File: src/rtl/apb_pkg.sv
// Shared types and constants for the APB requester: FSM states, default bus widths
// and the slave index encoding used by the address decoder.
package apb_pkg;

    localparam int APB_ADDR_W = 8;
    localparam int APB_DATA_W = 8;

    localparam logic SLV1 = 1'b0;
    localparam logic SLV2 = 1'b1;

    typedef enum logic [1:0] {
        IDLE   = 2'd0,
        SETUP  = 2'd1,
        ACCESS = 2'd2
    } apb_state_t;

endpackage

File: src/rtl/apb_addr_decode.sv
// Combinational slave decode: one address bit selects slave1 or slave2, giving the
// one-hot PSEL pair and the read-data mux index.
module apb_addr_decode
    import apb_pkg::*;
(
    input  logic sel_bit,
    output logic psel1,
    output logic psel2,
    output logic slv_idx
);

    always_comb begin
        slv_idx = sel_bit ? SLV2 : SLV1;
        psel1   = (slv_idx == SLV1);
        psel2   = (slv_idx == SLV2);
    end

endmodule

File: src/rtl/apb_master.sv
// APB requester: turns single host read/write requests into IDLE/SETUP/ACCESS transfers
// toward two slaves. Optional ACCESS timeout abort is built when APB_TIMEOUT_EN is defined.
module apb_master
    import apb_pkg::*;
#(
    parameter int ADDR_W         = APB_ADDR_W,
    parameter int DATA_W         = APB_DATA_W,
    parameter int SEL_BIT        = 7,
    parameter int TIMEOUT_CYCLES = 16
) (
    input  logic              PCLK,
    input  logic              PRESET,
    input  logic              req_valid,
    output logic              req_ready,
    input  logic              req_write,
    input  logic [ADDR_W-1:0] req_addr,
    input  logic [DATA_W-1:0] req_wdata,
    output logic              rsp_valid,
    output logic [DATA_W-1:0] rsp_rdata,
    output logic              rsp_err,
    output logic              PSEL1,
    output logic              PSEL2,
    output logic              PENABLE,
    output logic              PWRITE,
    output logic [ADDR_W-1:0] PADDR,
    output logic [DATA_W-1:0] PWDATA,
    input  logic [DATA_W-1:0] PRDATA1,
    input  logic [DATA_W-1:0] PRDATA2,
    input  logic              PREADY
);

    if (SEL_BIT >= ADDR_W || TIMEOUT_CYCLES < 1) begin : g_param_check
        $error("apb_master: SEL_BIT must lie inside PADDR and TIMEOUT_CYCLES must be >= 1");
    end

    apb_state_t        state;
    apb_state_t        state_nxt;
    logic              accept;
    logic              done;
    logic              timeout;
    logic              dec_psel1;
    logic              dec_psel2;
    logic              slv_idx;
    logic [DATA_W-1:0] prdata_sel;

    // Decode from the registered address so the selects stay stable for the whole transfer.
    apb_addr_decode u_addr_decode (
        .sel_bit (PADDR[SEL_BIT]),
        .psel1   (dec_psel1),
        .psel2   (dec_psel2),
        .slv_idx (slv_idx)
    );

    assign req_ready  = (state == IDLE);
    assign accept     = req_valid && req_ready;
    assign done       = (state == ACCESS) && PREADY;
    assign PENABLE    = (state == ACCESS);
    assign PSEL1      = (state != IDLE) && dec_psel1;
    assign PSEL2      = (state != IDLE) && dec_psel2;
    assign prdata_sel = (slv_idx == SLV2) ? PRDATA2 : PRDATA1;

`ifdef APB_TIMEOUT_EN
    localparam int CNT_W = $clog2(TIMEOUT_CYCLES + 1);

    logic [CNT_W-1:0] acc_cnt;
    logic             rsp_err_q;

    // Counts ACCESS cycles spent waiting; a PREADY on the final cycle still completes normally.
    assign timeout = (state == ACCESS) && !PREADY &&
                     (acc_cnt == CNT_W'(TIMEOUT_CYCLES - 1));

    always_ff @(posedge PCLK) begin
        if (PRESET) begin
            acc_cnt   <= '0;
            rsp_err_q <= 1'b0;
        end else begin
            rsp_err_q <= timeout;
            if (state == SETUP)
                acc_cnt <= '0;
            else if ((state == ACCESS) && !PREADY)
                acc_cnt <= acc_cnt + 1'b1;
        end
    end

    assign rsp_err = rsp_err_q;
`else
    assign timeout = 1'b0;
    assign rsp_err = 1'b0;
`endif

    always_ff @(posedge PCLK) begin
        if (PRESET)
            state <= IDLE;
        else
            state <= state_nxt;
    end

    always_comb begin
        state_nxt = state;
        case (state)
            IDLE:    if (accept) state_nxt = SETUP;
            SETUP:   state_nxt = ACCESS;
            ACCESS:  if (done || timeout) state_nxt = IDLE;
            default: state_nxt = IDLE;
        endcase
    end

    // Address/data/direction persist after a transfer; only the selects and enable drop.
    always_ff @(posedge PCLK) begin
        if (PRESET) begin
            PADDR     <= '0;
            PWDATA    <= '0;
            PWRITE    <= 1'b0;
            rsp_valid <= 1'b0;
            rsp_rdata <= '0;
        end else begin
            rsp_valid <= done || timeout;
            rsp_rdata <= (done && !PWRITE) ? prdata_sel : '0;
            if (accept) begin
                PADDR  <= req_addr;
                PWDATA <= req_wdata;
                PWRITE <= req_write;
            end
        end
    end

endmodule

File: config.mk
export PLATFORM = sky130hd
export DESIGN_NAME = apb_master
export DESIGN_NICKNAME = d
export VERILOG_FILES = /design/src/rtl/apb_pkg.sv /design/src/rtl/apb_addr_decode.sv /design/src/rtl/apb_master.sv
export SDC_FILE = /design/constraint.sdc
export NUM_CORES = 1
export LEC_CHECK = 0
export CAP_MARGIN = 10
export CORE_ASPECT_RATIO = 0.8
export CORE_UTILIZATION = 34
export DETAILED_ROUTE_END_ITERATION = 8
export PLACE_DENSITY = 0.8
export SLEW_MARGIN = 20
export SYNTH_ARGS = -nofsm -noshare
export SYNTH_HDL_FRONTEND = slang
export SYNTH_HIERARCHICAL = 1
export SYNTH_SLANG_ARGS = --single-unit
File: constraint.sdc
create_clock -name PCLK -period 1.27 [get_ports PCLK]
set_clock_uncertainty 0.15 [all_clocks]
set_input_delay 0.127 -clock PCLK [delete_from_list [all_inputs] [get_ports PCLK]]
set_output_delay 0.127 -clock PCLK [all_outputs]
set_load 0.02 [all_outputs]
=== After elaboration in Yosys (flattened, before gate mapping) ===
Cells that the tools add are included.

* Eq/ne operators: 4
* Muxes and demuxes: 5
* Bitwise gates (word level): 2
* Reduce and logical (&&, ||, !) cells: 10

{| class="wikitable"
|+ Operator list
! cell !! count
|-
| $mux W8 || 1
|-
| $pmux W2 S3 || 1
|-
| $logic_and A1 B1 Y1 || 5
|-
| $mux W2 || 2
|-
| $ne A2 B1 Y1 const B || 2
|-
| $eq A2 B1 Y1 const B || 1
|-
| $eq A2 B2 Y1 const B || 1
|-
| $logic_not A2 Y1 || 1
|-
| $not A1 Y1 || 2
|-
| $reduce_and A2 Y1 || 1
|-
| $reduce_bool A2 Y1 || 1
|-
| $reduce_or A2 Y1 || 1
|-
| $logic_not A1 Y1 || 1
|-
| $mux W1 || 1
|}

* Register bits: 28
* Bits of input ports: 37
* Logic and storage cells: 27

=== Logic depth before layout (Yosys ltp) ===
Gate-level depths: netlist of the first run.

* Depth in word-level cells: 5
* Gate-level depth with buffers: 4

=== Hierarchy ===
The synthesis of the first run kept the hierarchy.

{| class="wikitable"
|+ By module, submodules not included
! module !! times used !! cells each !! area each (µm²) !! seq. area each (µm²)
|-
| apb_master || 1 || 117 || 1212.4 || 560.5
|-
| apb_addr_decode || 1 || 3 || 18.8 || 0.0
|}

=== Worst setup path after synthesis of the first run ===
Ideal clock, no wire load.

* Path type: flip-flop to flip-flop
* From: register PADDR[7]
* To: register rsp_rdata[0]
* Setup time: 0.130 ns
* Arrival: 1.086 ns
* Data required time: 0.990 ns
* Setup slack: -0.096 ns
* Stages on the path, launching flop included: 5
* Period minus slack after synthesis: 1.366 ns
* Cell sequence: dfxtp_1 -> buf_4 -> clkbuf_2 -> mux2i_1 -> nor3_1

* Longest elaborated chain between the ends: 2

{| class="wikitable"
|+ Ends and longest elaborated chain
! item !! line !! text
|-
| from (decl) || apb_master.sv:25 || <nowiki>output logic [ADDR_W-1:0] PADDR,</nowiki>
|-
| from (signal assigned) || apb_master.sv:120 || <nowiki>PADDR <= req_addr;</nowiki>
|-
| $mux W1 || apb_addr_decode.sv:13 || <nowiki>slv_idx = sel_bit ? SLV2 : SLV1;</nowiki>
|-
| named net slv_idx || apb_master.sv:43 || <nowiki>logic slv_idx;</nowiki>
|-
| $mux W8 || apb_master.sv:60 || <nowiki>assign prdata_sel = (slv_idx == SLV2) ? PRDATA2 : PRDATA1;</nowiki>
|-
| to (signal assigned) || apb_master.sv:118 || <nowiki>rsp_rdata <= (done && !PWRITE) ? prdata_sel : '0;</nowiki>
|-
| to (decl) || apb_master.sv:19 || <nowiki>output logic [DATA_W-1:0] rsp_rdata,</nowiki>
|}

The timed path passes the listed nets, and every way through them passes these cells.
A chain may end at the register's enable or synchronous reset.

=== Worst setup path after layout of the first run ===
* From: register state[0]
* To: register PADDR[1]

* Longest elaborated chain between the ends: 2

{| class="wikitable"
|+ Ends and longest elaborated chain
! item !! line !! text
|-
| from (decl) || apb_master.sv:36 || <nowiki>apb_state_t state;</nowiki>
|-
| from (signal assigned) || apb_master.sv:95 || <nowiki>state <= state_nxt;</nowiki>
|-
| $logic_not A2 Y1 || apb_master.sv:54 || <nowiki>assign req_ready = (state == IDLE);</nowiki>
|-
| $logic_and A1 B1 Y1 || apb_master.sv:55 || <nowiki>assign accept = req_valid && req_ready;</nowiki>
|}

Every way passes these cells.

==> results of run 1 <==
registers in the layout, summed over array words and instances (netlist names):
register   flops
PADDR          8
PWRITE         1
PWDATA         8
rsp_valid      1
rsp_rdata      8
state          2
cell usage in the layout (no fill, tap or decap), drive strengths merged, types with 3 or more instances in the layout:
| cell | netlist | layout |
|---|---|---|
| buf | 8 | 19 |
| clkbuf | 4 | 3 |
| clkdlybuf4s15 | 0 | 8 |
| clkdlybuf4s50 | 0 | 36 |
| dfxtp | 28 | 28 |
| dlygate4sd2 | 0 | 17 |
| mux2i | 25 | 25 |
| nand2b | 35 | 35 |
| nor2b | 4 | 4 |
| nor3 | 8 | 8 |
per-stage QoR:
step           setup TNS, ns  power (W)
3_5_place_dp          -4.262   0.001463
4_1_cts               -1.508   0.002158
2_1_floorplan              0   0.001213
3_3_place_gp          -3.537   0.001450
6_report             -0.9689   0.002126
5_1_grt               -2.305   0.002224
what timing repair did:
| action | in CTS | in global routing |
|---|---|---|
| gates cloned | 1 | 0 |
| pin swaps | 0 | 2 |
| endpoints found under the hold margin | 0 | 0 |
| gates resized for setup | 57 | 19 |
| setup endpoints to repair | 48 | 35 |
| buffers inserted | 3 | 1 |
power breakdown:
group	total, W	switching (W)	internal (W)
clock network	0.000697	0.000275	0.000422
logic	0.000479	0.000205	0.000274
registers	0.000951	0.0000286	0.000922
total	0.00213	0.000508	0.00162
worst min-delay path: stages:
cell and delay [ns]:
clkdlybuf4s50_1 0.39, nand2b_1 0.07, mux2i_1 0.06
cells by family (layout without fill, tap and decap cells):
kind of cell / after synthesis / after routing / share of synthesized area
other: 1 / 1 / 0.003046
AOI/OAI and AO/OA: 1 / 1 / 0.004061
DFF: 28 / 28 / 0.4553
muxes: 25 / 25 / 0.2033
buffers and inverters: 14 / 86 / 0.07418
and+or+nand+nor: 51 / 51 / 0.2602
layout make-up:
class / count / area share
Timing Repair Buffer: 80 / 0.3606
Sequential cell: 28 / 0.2751
Inverter: 2 / 0.003612
Multi-Input combinational cell: 78 / 0.3010
Tap cell: 42 / 0.02529
Clock buffer: 3 / 0.01987
Clock inverter: 1 / 0.01445
layer usage:
metal | wire [µm] | vias to the layer above
met5 | 0 | -
met2 | 1482 | 33
li1 | - | 528
met3 | 170 | 2
met1 | 1307 | 512
met4 | 16 | 0
worst max-delay path by stage:
stage | start | end | slack, ns | cells past startpoint
2_1_floorplan | PADDR[7]$_SDFFE_PP0P_ | rsp_rdata[0]$_SDFF_PP0_ | 0.01 | 4
3_3_place_gp | state[0]$_SDFFE_PP0P_ | PSEL1 | -0.17 | 3
3_5_place_dp | state[0]$_SDFFE_PP0P_ | PSEL2 | -0.20 | 3
4_1_cts | state[1]$_SDFFE_PP0P_ | PWDATA[6]$_SDFFE_PP0P_ | -0.10 | 5
5_1_grt | state[0]$_SDFFE_PP0P_ | PADDR[1]$_SDFFE_PP0P_ | -0.16 | 4
6_report | state[0]$_SDFFE_PP0P_ | PADDR[1]$_SDFFE_PP0P_ | -0.08 | 4
==> reports/metrics.csv, run 1 <==
stage,metric,value,unit
detailed_routing,routed length per placed instance,12.72,µm
grt,met1 usage,0.1814,
sta,fmax,741.5,MHz
layout,# nets final,230,
worst_hold_path,hold depth,3,
grt,"Most Used Layer, Global Route",met2,
grt,M2 GR Usage,0.2760,
detailed_routing,DR DRC count,2,
floorplanning,Core Rows,19,
critical_path,FF-to-FF End,PADDR[1]$_SDFFE_PP0P_,
run_status,violated checks,"design-rule violations, negative setup slack",
yosys,"top cells by area, synth","dfxtp_1 (46%), mux2i_1 (20%), nand2b_1 (18%), nor3_1 (3.3%), nor2b_1 (2.0%)",
critical_path,Bufs and invs on worst path,2,
placement,Port-buffer cells,66,
sta,Final Hold Slack,0.2584,ns
critical_path,"Largest delay share family, worst path",flip-flops,
layout,Multi-input gate area,625.6,µm²
critical_path,CP Max Fanout,9,
yosys,flop and latch count out of synthesis,28,
critical_path,critical path type,register to register,
yosys,synthesized cell area,1231,µm²
critical_path,Worst path max stage delay,0.37,ns
run_status,run status,"complete, but fails checks",
clock_tree,clock root buffer master,clkbuf_8,
critical_path,Critical Path RT,1.32,ns
placement,post-DP HPWL,2192,µm
yosys,Synth top area share,0.4553,
detailed_routing,Initial DRC Count,49,
sta,RSZ-0062 raised after global routing,yes,
clock_tree,clock buffer depth,2,
critical_path,Worst Reg2Reg Path Length in Cells,4,
grt,Total GRT Usage,0.1580,
power_and_ir_drop,Pwr Density,1023,nW/µm²
grt,global-route wire length before repair,4802,µm
floorplanning,die width,69.28,µm
yosys,Mapped Nets,157,
critical_path,Worst Path Arrival,1.40,ns
grt,largest net degree at the start of global routing,27,
critical_path,Worst Setup End Kind,register,
worst_hold_path,HP Class,input port to register,
yosys,"EDFF count, synth",0,
layout,fin area,2078,µm²
flow_run,MaxCap Viol Count,0,
layout,Reg area,571.8,µm²
yosys,Async SR Flop Fraction,0,
detailed_routing,Vias,1075,
clock_tree,"Clk Latency, worst-skew pair",0.28,ns
placement,"worst slack, placed",-0.2004,ns
yosys,synth warn,6,
critical_path,CP dominant cell by count,buf_6,
floorplanning,Initial Utilization,0.3572,
floorplanning,die area,3867,µm²
clock_tree,TritonCTS Buffers,3,
detailed_routing,WL final,2976,µm
layout,fill cell count,294,
floorplanning,die height,55.82,µm
layout,Final Util,0.6029,
yosys,syn_area_per_cell,10.26,µm²
clock_tree,clk slew on worst S/H paths,0.10,ns
yosys,Yosys top cell by area,dfxtp_1,
detailed_routing,DRT Pass-1 Iters,6,
detailed_routing,Final ANT Viol Nets,0,
critical_path,CP Cell Sequence,buf_6 > nor3b_4 > buf_6 > mux2i_1,
worst_hold_path,hold path startpoint,req_addr[7],
clock_tree,hold-fix buffers at CTS,0,
sta,count of final max-slew check failures,0,
grt,met3 Use GR,0.05797,
yosys,Gate Count Post-Synth,120,
worst_hold_path,Hold Crit Endpoint,PADDR[7]$_SDFFE_PP0P_,
critical_path,reg2reg start,state[0]$_SDFFE_PP0P_,
clock_tree,CTS tree,yes,
grt,GRT overflow,0,
sta,Tmin final,1.349,ns
clock_tree,# H-tree levels,1,
critical_path,crit path launch type,register,
layout,Non-Filler Instances,234,
layout,area grow syn2layout,68.80,%
detailed_routing,Via-to-Cell Ratio,4.594,
grt,vias in the first global route,1088,
yosys,most frequent cells after synthesis,"nand2b_1 (35), dfxtp_1 (28), mux2i_1 (25), nor3_1 (8), nor2b_1 (4)",
floorplanning,Core Area,3447,µm²
placement,cell total after placement,227,
power_and_ir_drop,Pleak,0.8982,nW
placement,gpl congestion,0.7990,
yosys,dominant synthesized flop cell,dfxtp_1,
sta,Final Cycle Share,1.062,
sta,final setup fails,19,
critical_path,Worst path slowest cell,dfxtp_4,
critical_path,R2R Setup Slk,-0.08,ns
sta,final-report hold violation count,0,
yosys,Netlist cell types,19,
power_and_ir_drop,worst ir drop on vdd,643.7,µV
clock_tree,CTS sink count,28,
floorplanning,Top-Level Pins,68,
yosys,top-count cell post-synth,nand2b_1,
yosys,post-synthesis sequential area ratio,0.4553,
layout,layout cells sized above 1,0.1771,
placement,Area after DPL,1963,µm²
sta,final worst setup slack,-0.07866,ns
layout,number of diodes,0,
grt,initial antenna violation count,0,
Note: power is estimated with default switching activity, not from simulation.
==> inputs of run 2 (changes only) <==
--- a/config.mk
+++ b/config.mk
@@ -5,6 +5,7 @@
 export SDC_FILE = /design/constraint.sdc
 export NUM_CORES = 1
 export LEC_CHECK = 0
+export ABC_CLOCK_PERIOD_IN_PS = 1270
 export CAP_MARGIN = 10
 export CORE_ASPECT_RATIO = 0.8
 export CORE_UTILIZATION = 34
==> results of run 2 <==
Final layout, timing and power as in run 1 (identical DEF).
==> inputs of run 3 (changes only) <==
--- a/config.mk
+++ b/config.mk
@@ -7,10 +7,12 @@
 export LEC_CHECK = 0
 export ABC_CLOCK_PERIOD_IN_PS = 1270
 export CAP_MARGIN = 10
+export CELL_PAD_IN_SITES_DETAIL_PLACEMENT = 1
+export CELL_PAD_IN_SITES_GLOBAL_PLACEMENT = 1
 export CORE_ASPECT_RATIO = 0.8
-export CORE_UTILIZATION = 34
+export CORE_UTILIZATION = 25
 export DETAILED_ROUTE_END_ITERATION = 8
-export PLACE_DENSITY = 0.8
+export PLACE_DENSITY = 0.81
 export SLEW_MARGIN = 20
 export SYNTH_ARGS = -nofsm -noshare
 export SYNTH_HDL_FRONTEND = slang
==> reports/metrics.csv, run 3 (synthesis results as in run 1) <==
stage,metric,value,unit,change
critical_path,Setup crit end,PADDR[4]$_SDFFE_PP0P_,,was PADDR[1]$_SDFFE_PP0P_
critical_path,Worst path max stage delay,0.37,ns,about the same
power_and_ir_drop,total power draw,0.002013,W,was 0.002126 W
clock_tree,clock buffer depth,2,,unchanged
power_and_ir_drop,worst ir drop on vdd,450.7,µV,was 643.7 µV
critical_path,CP dominant cell by count,buf_6,,unchanged
critical_path,R2R Setup Slk,-0.1,ns,was -0.08 ns
layout,"most common cell after layout, fill and taps aside",clkdlybuf4s50_1,,unchanged
critical_path,crit path launch type,register,,unchanged
critical_path,WP depth,4,,unchanged
sta,Tmin final,1.369,ns,was 1.349 ns
detailed_routing,WL final,3337,µm,was 2976 µm
floorplanning,Top-Level Pins,68,,unchanged
detailed_routing,routed length per placed instance,13.14,µm,was 12.72 µm
power_and_ir_drop,P_sw,0.0005233,W,was 0.0005081 W
grt,vias in the first global route,1129,,was 1088
floorplanning,die width,80.46,µm,was 69.28 µm
floorplanning,Core Area,4652,µm²,was 3447 µm²
critical_path,critical path type,register to register,,unchanged
layout,# nets final,232,,was 230
floorplanning,Core Rows,22,,was 19
clock_tree,# H-tree levels,1,,unchanged
critical_path,Worst Path Arrival,1.43,ns,was 1.40 ns
clock_tree,TritonCTS Buffers,3,,unchanged
layout,most frequent cells in the layout,"clkdlybuf4s50_1 (36), nand2b_1 (35), dfxtp_1 (25)",,"was clkdlybuf4s50_1 (36), nand2b_1 (35), dfxtp_1 (25), mux2i_1 (25), dlygate4sd2_1 (17)"
grt,largest net degree at the start of global routing,19,,was 27
detailed_routing,Vias,1063,,was 1075
placement,Port-buffer cells,66,,unchanged
power_and_ir_drop,Pwr Density,937.1,nW/µm²,was 1023 nW/µm²
grt,global-route wire length before repair,5216,µm,was 4802 µm
placement,Area after DPL,1973,µm²,was 1963 µm²
clock_tree,clock root buffer master,clkbuf_8,,unchanged
clock_tree,CTS tree,yes,,unchanged
power_and_ir_drop,Gate power share,0.254,,was 0.225
detailed_routing,Final ANT Viol Nets,0,,unchanged
worst_hold_path,HP Class,input port to register,,unchanged
power_and_ir_drop,clock share of power,0.274,,was 0.328
detailed_routing,DR DRC count,0,,was 2
run_status,violated checks,negative setup slack,,"was design-rule violations, negative setup slack"
clock_tree,hold-fix buffers at CTS,0,,unchanged
sta,fmax,730.5,MHz,was 741.5 MHz
sta,RSZ-0062 raised after global routing,yes,,unchanged
placement,gpl congestion,0.6489,,was 0.7990
sta,count of final max-slew check failures,0,,unchanged
critical_path,CP Cell Sequence,buf_6 > nor3b_4 > buf_6 > mux2i_1,,unchanged
critical_path,Worst path slowest cell,dfxtp_4,,unchanged
grt,Total GRT Usage,0.1312,,was 0.1580
sta,Final Cycle Share,1.078,,was 1.062
detailed_routing,Initial DRC Count,15,,was 49
placement,post-DP HPWL,2391,µm,was 2192 µm
detailed_routing,DRT Pass-1 Iters,4,,was 6
layout,area grow syn2layout,74.49,%,was 68.80%
clock_tree,"Clk Latency, worst-skew pair",0.27,ns,was 0.28 ns
clock_tree,clk slew on worst S/H paths,0.10,ns,about the same
grt,GRT overflow,0,,unchanged
sta,final worst setup slack,-0.09885,ns,was -0.07866 ns
critical_path,Bufs and invs on worst path,2,,unchanged
floorplanning,die height,64.77,µm,was 55.82 µm
run_status,run status,"complete, but fails checks",,unchanged
critical_path,Worst Setup End Kind,register,,unchanged
floorplanning,die area,5211,µm²,was 3867 µm²
layout,number of diodes,0,,unchanged
critical_path,crit path launch,state[1]$_SDFFE_PP0P_,,was state[0]$_SDFFE_PP0P_
clock_tree,CTS sink count,28,,unchanged
critical_path,reg2reg start,state[1]$_SDFFE_PP0P_,,was state[0]$_SDFFE_PP0P_
grt,initial antenna violation count,0,,unchanged
layout,fin area,2148,µm²,was 2078 µm²
sta,final-report hold violation count,0,,unchanged
worst_hold_path,hold path startpoint,req_addr[3],,was req_addr[7]
sta,final setup fails,22,,was 19
critical_path,"Largest delay share family, worst path",flip-flops,,unchanged
power_and_ir_drop,Net Sw Frac,0.2599,,was 0.2390
detailed_routing,Via-to-Cell Ratio,4.185,,was 4.594
power_and_ir_drop,Pleak,0.9015,nW,was 0.8982 nW
layout,Top Registers,"PADDR (8), PWDATA (8), rsp_rdata (8)",,unchanged
floorplanning,Initial Utilization,0.2647,,was 0.3572
layout,layout cells sized above 1,0.2165,,was 0.1771
critical_path,Worst Reg2Reg Path Length in Cells,4,,unchanged
critical_path,Critical Path RT,1.33,ns,was 1.32 ns
critical_path,FF-to-FF End,PADDR[4]$_SDFFE_PP0P_,,was PADDR[1]$_SDFFE_PP0P_
flow_run,MaxCap Viol Count,0,,unchanged
power_and_ir_drop,Internal,0.001490,W,was 0.001618 W
critical_path,CP Max Fanout,7,,was 9
power_and_ir_drop,sequential share of power,0.472,,was 0.447
[run 3: cell types whose count changed in the layout (fill, tap and decap cells not counted), sizes merged]
| cell | delta |
|---|---|
| dlygate4sd2 | -4 |
| clkdlybuf4s15 | +3 |
| bufinv | -1 |
| buf | +1 |
| clkbuf | +3 |
[run 3: repair_timing]
| action | CTS | global route |
|---|---|---|
| resized for setup | 53 | 36 |
| cloned | 1 | 0 |
| pin swaps | 1 | 6 |
| setup buffers | 1 | 3 |
| endpoints found under the setup margin | 49 | 42 |
[run 3: area by class of cell]
cell class	instances	area, µm²
flip-flops and latches	28	569.3
repair buffers	82	772.0
inverters	2	7.507
clock buffers	4	55.05
fillers	522	2504
well taps	60	75.07
multi-input cells	78	669.4
[run 3: how the worst min path moves through the flow]
stage                        endpoint  cells past startpoint  slack (ns)
6_report        PADDR[3]$_SDFFE_PP0P_                      3        0.27
5_1_grt        PWDATA[1]$_SDFFE_PP0P_                      3        0.27
4_1_cts        PWDATA[1]$_SDFFE_PP0P_                      3        0.26
3_5_place_dp    PADDR[6]$_SDFFE_PP0P_                      2        0.32
3_3_place_gp    PADDR[1]$_SDFFE_PP0P_                      2        0.31
2_1_floorplan   PADDR[7]$_SDFFE_PP0P_                      2        0.12
[run 3: power groups by stage]
stage / sequential [W] / combinational [W] / clock (W)
3_5_place_dp: 0.000971 / 0.000487 / 0
2_1_floorplan: 0.00102 / 0.000190 / 0
4_1_cts: 0.000952 / 0.000472 / 0.000583
6_report: 0.000951 / 0.000510 / 0.000552
5_1_grt: 0.000958 / 0.000546 / 0.000611
3_3_place_gp: 0.000972 / 0.000479 / 0
[run 3: through the flow]
stage	setup WS [ns]	hold slack, ns	util	TNS, ns	cells
2_1_floorplan	0.01088	0.1248	-	0	120
3_3_place_gp	-0.1711	0.3108	0.4242	-4.002	245
3_5_place_dp	-0.2263	0.3194	0.4242	-4.584	245
4_1_cts	-0.1326	0.2589	0.4365	-1.991	251
5_1_grt	-0.1758	0.2698	0.4618	-2.958	254
6_report	-0.09885	0.2656	0.4618	-1.473	254
[run 3: routing by layer]
layer  GRT usage  part of all wire  wire [µm]
met1      0.1608              0.45       1496
met2      0.2193              0.48       1607
met3     0.04366             0.065        217
met4     0.03348            0.0048         16
met5           0                 0          0
[run 3: worst min-delay path, stage by stage]
cell	delay, ns
clkdlybuf4s50_1	0.40
nand2b_1	0.06
mux2i_1	0.06
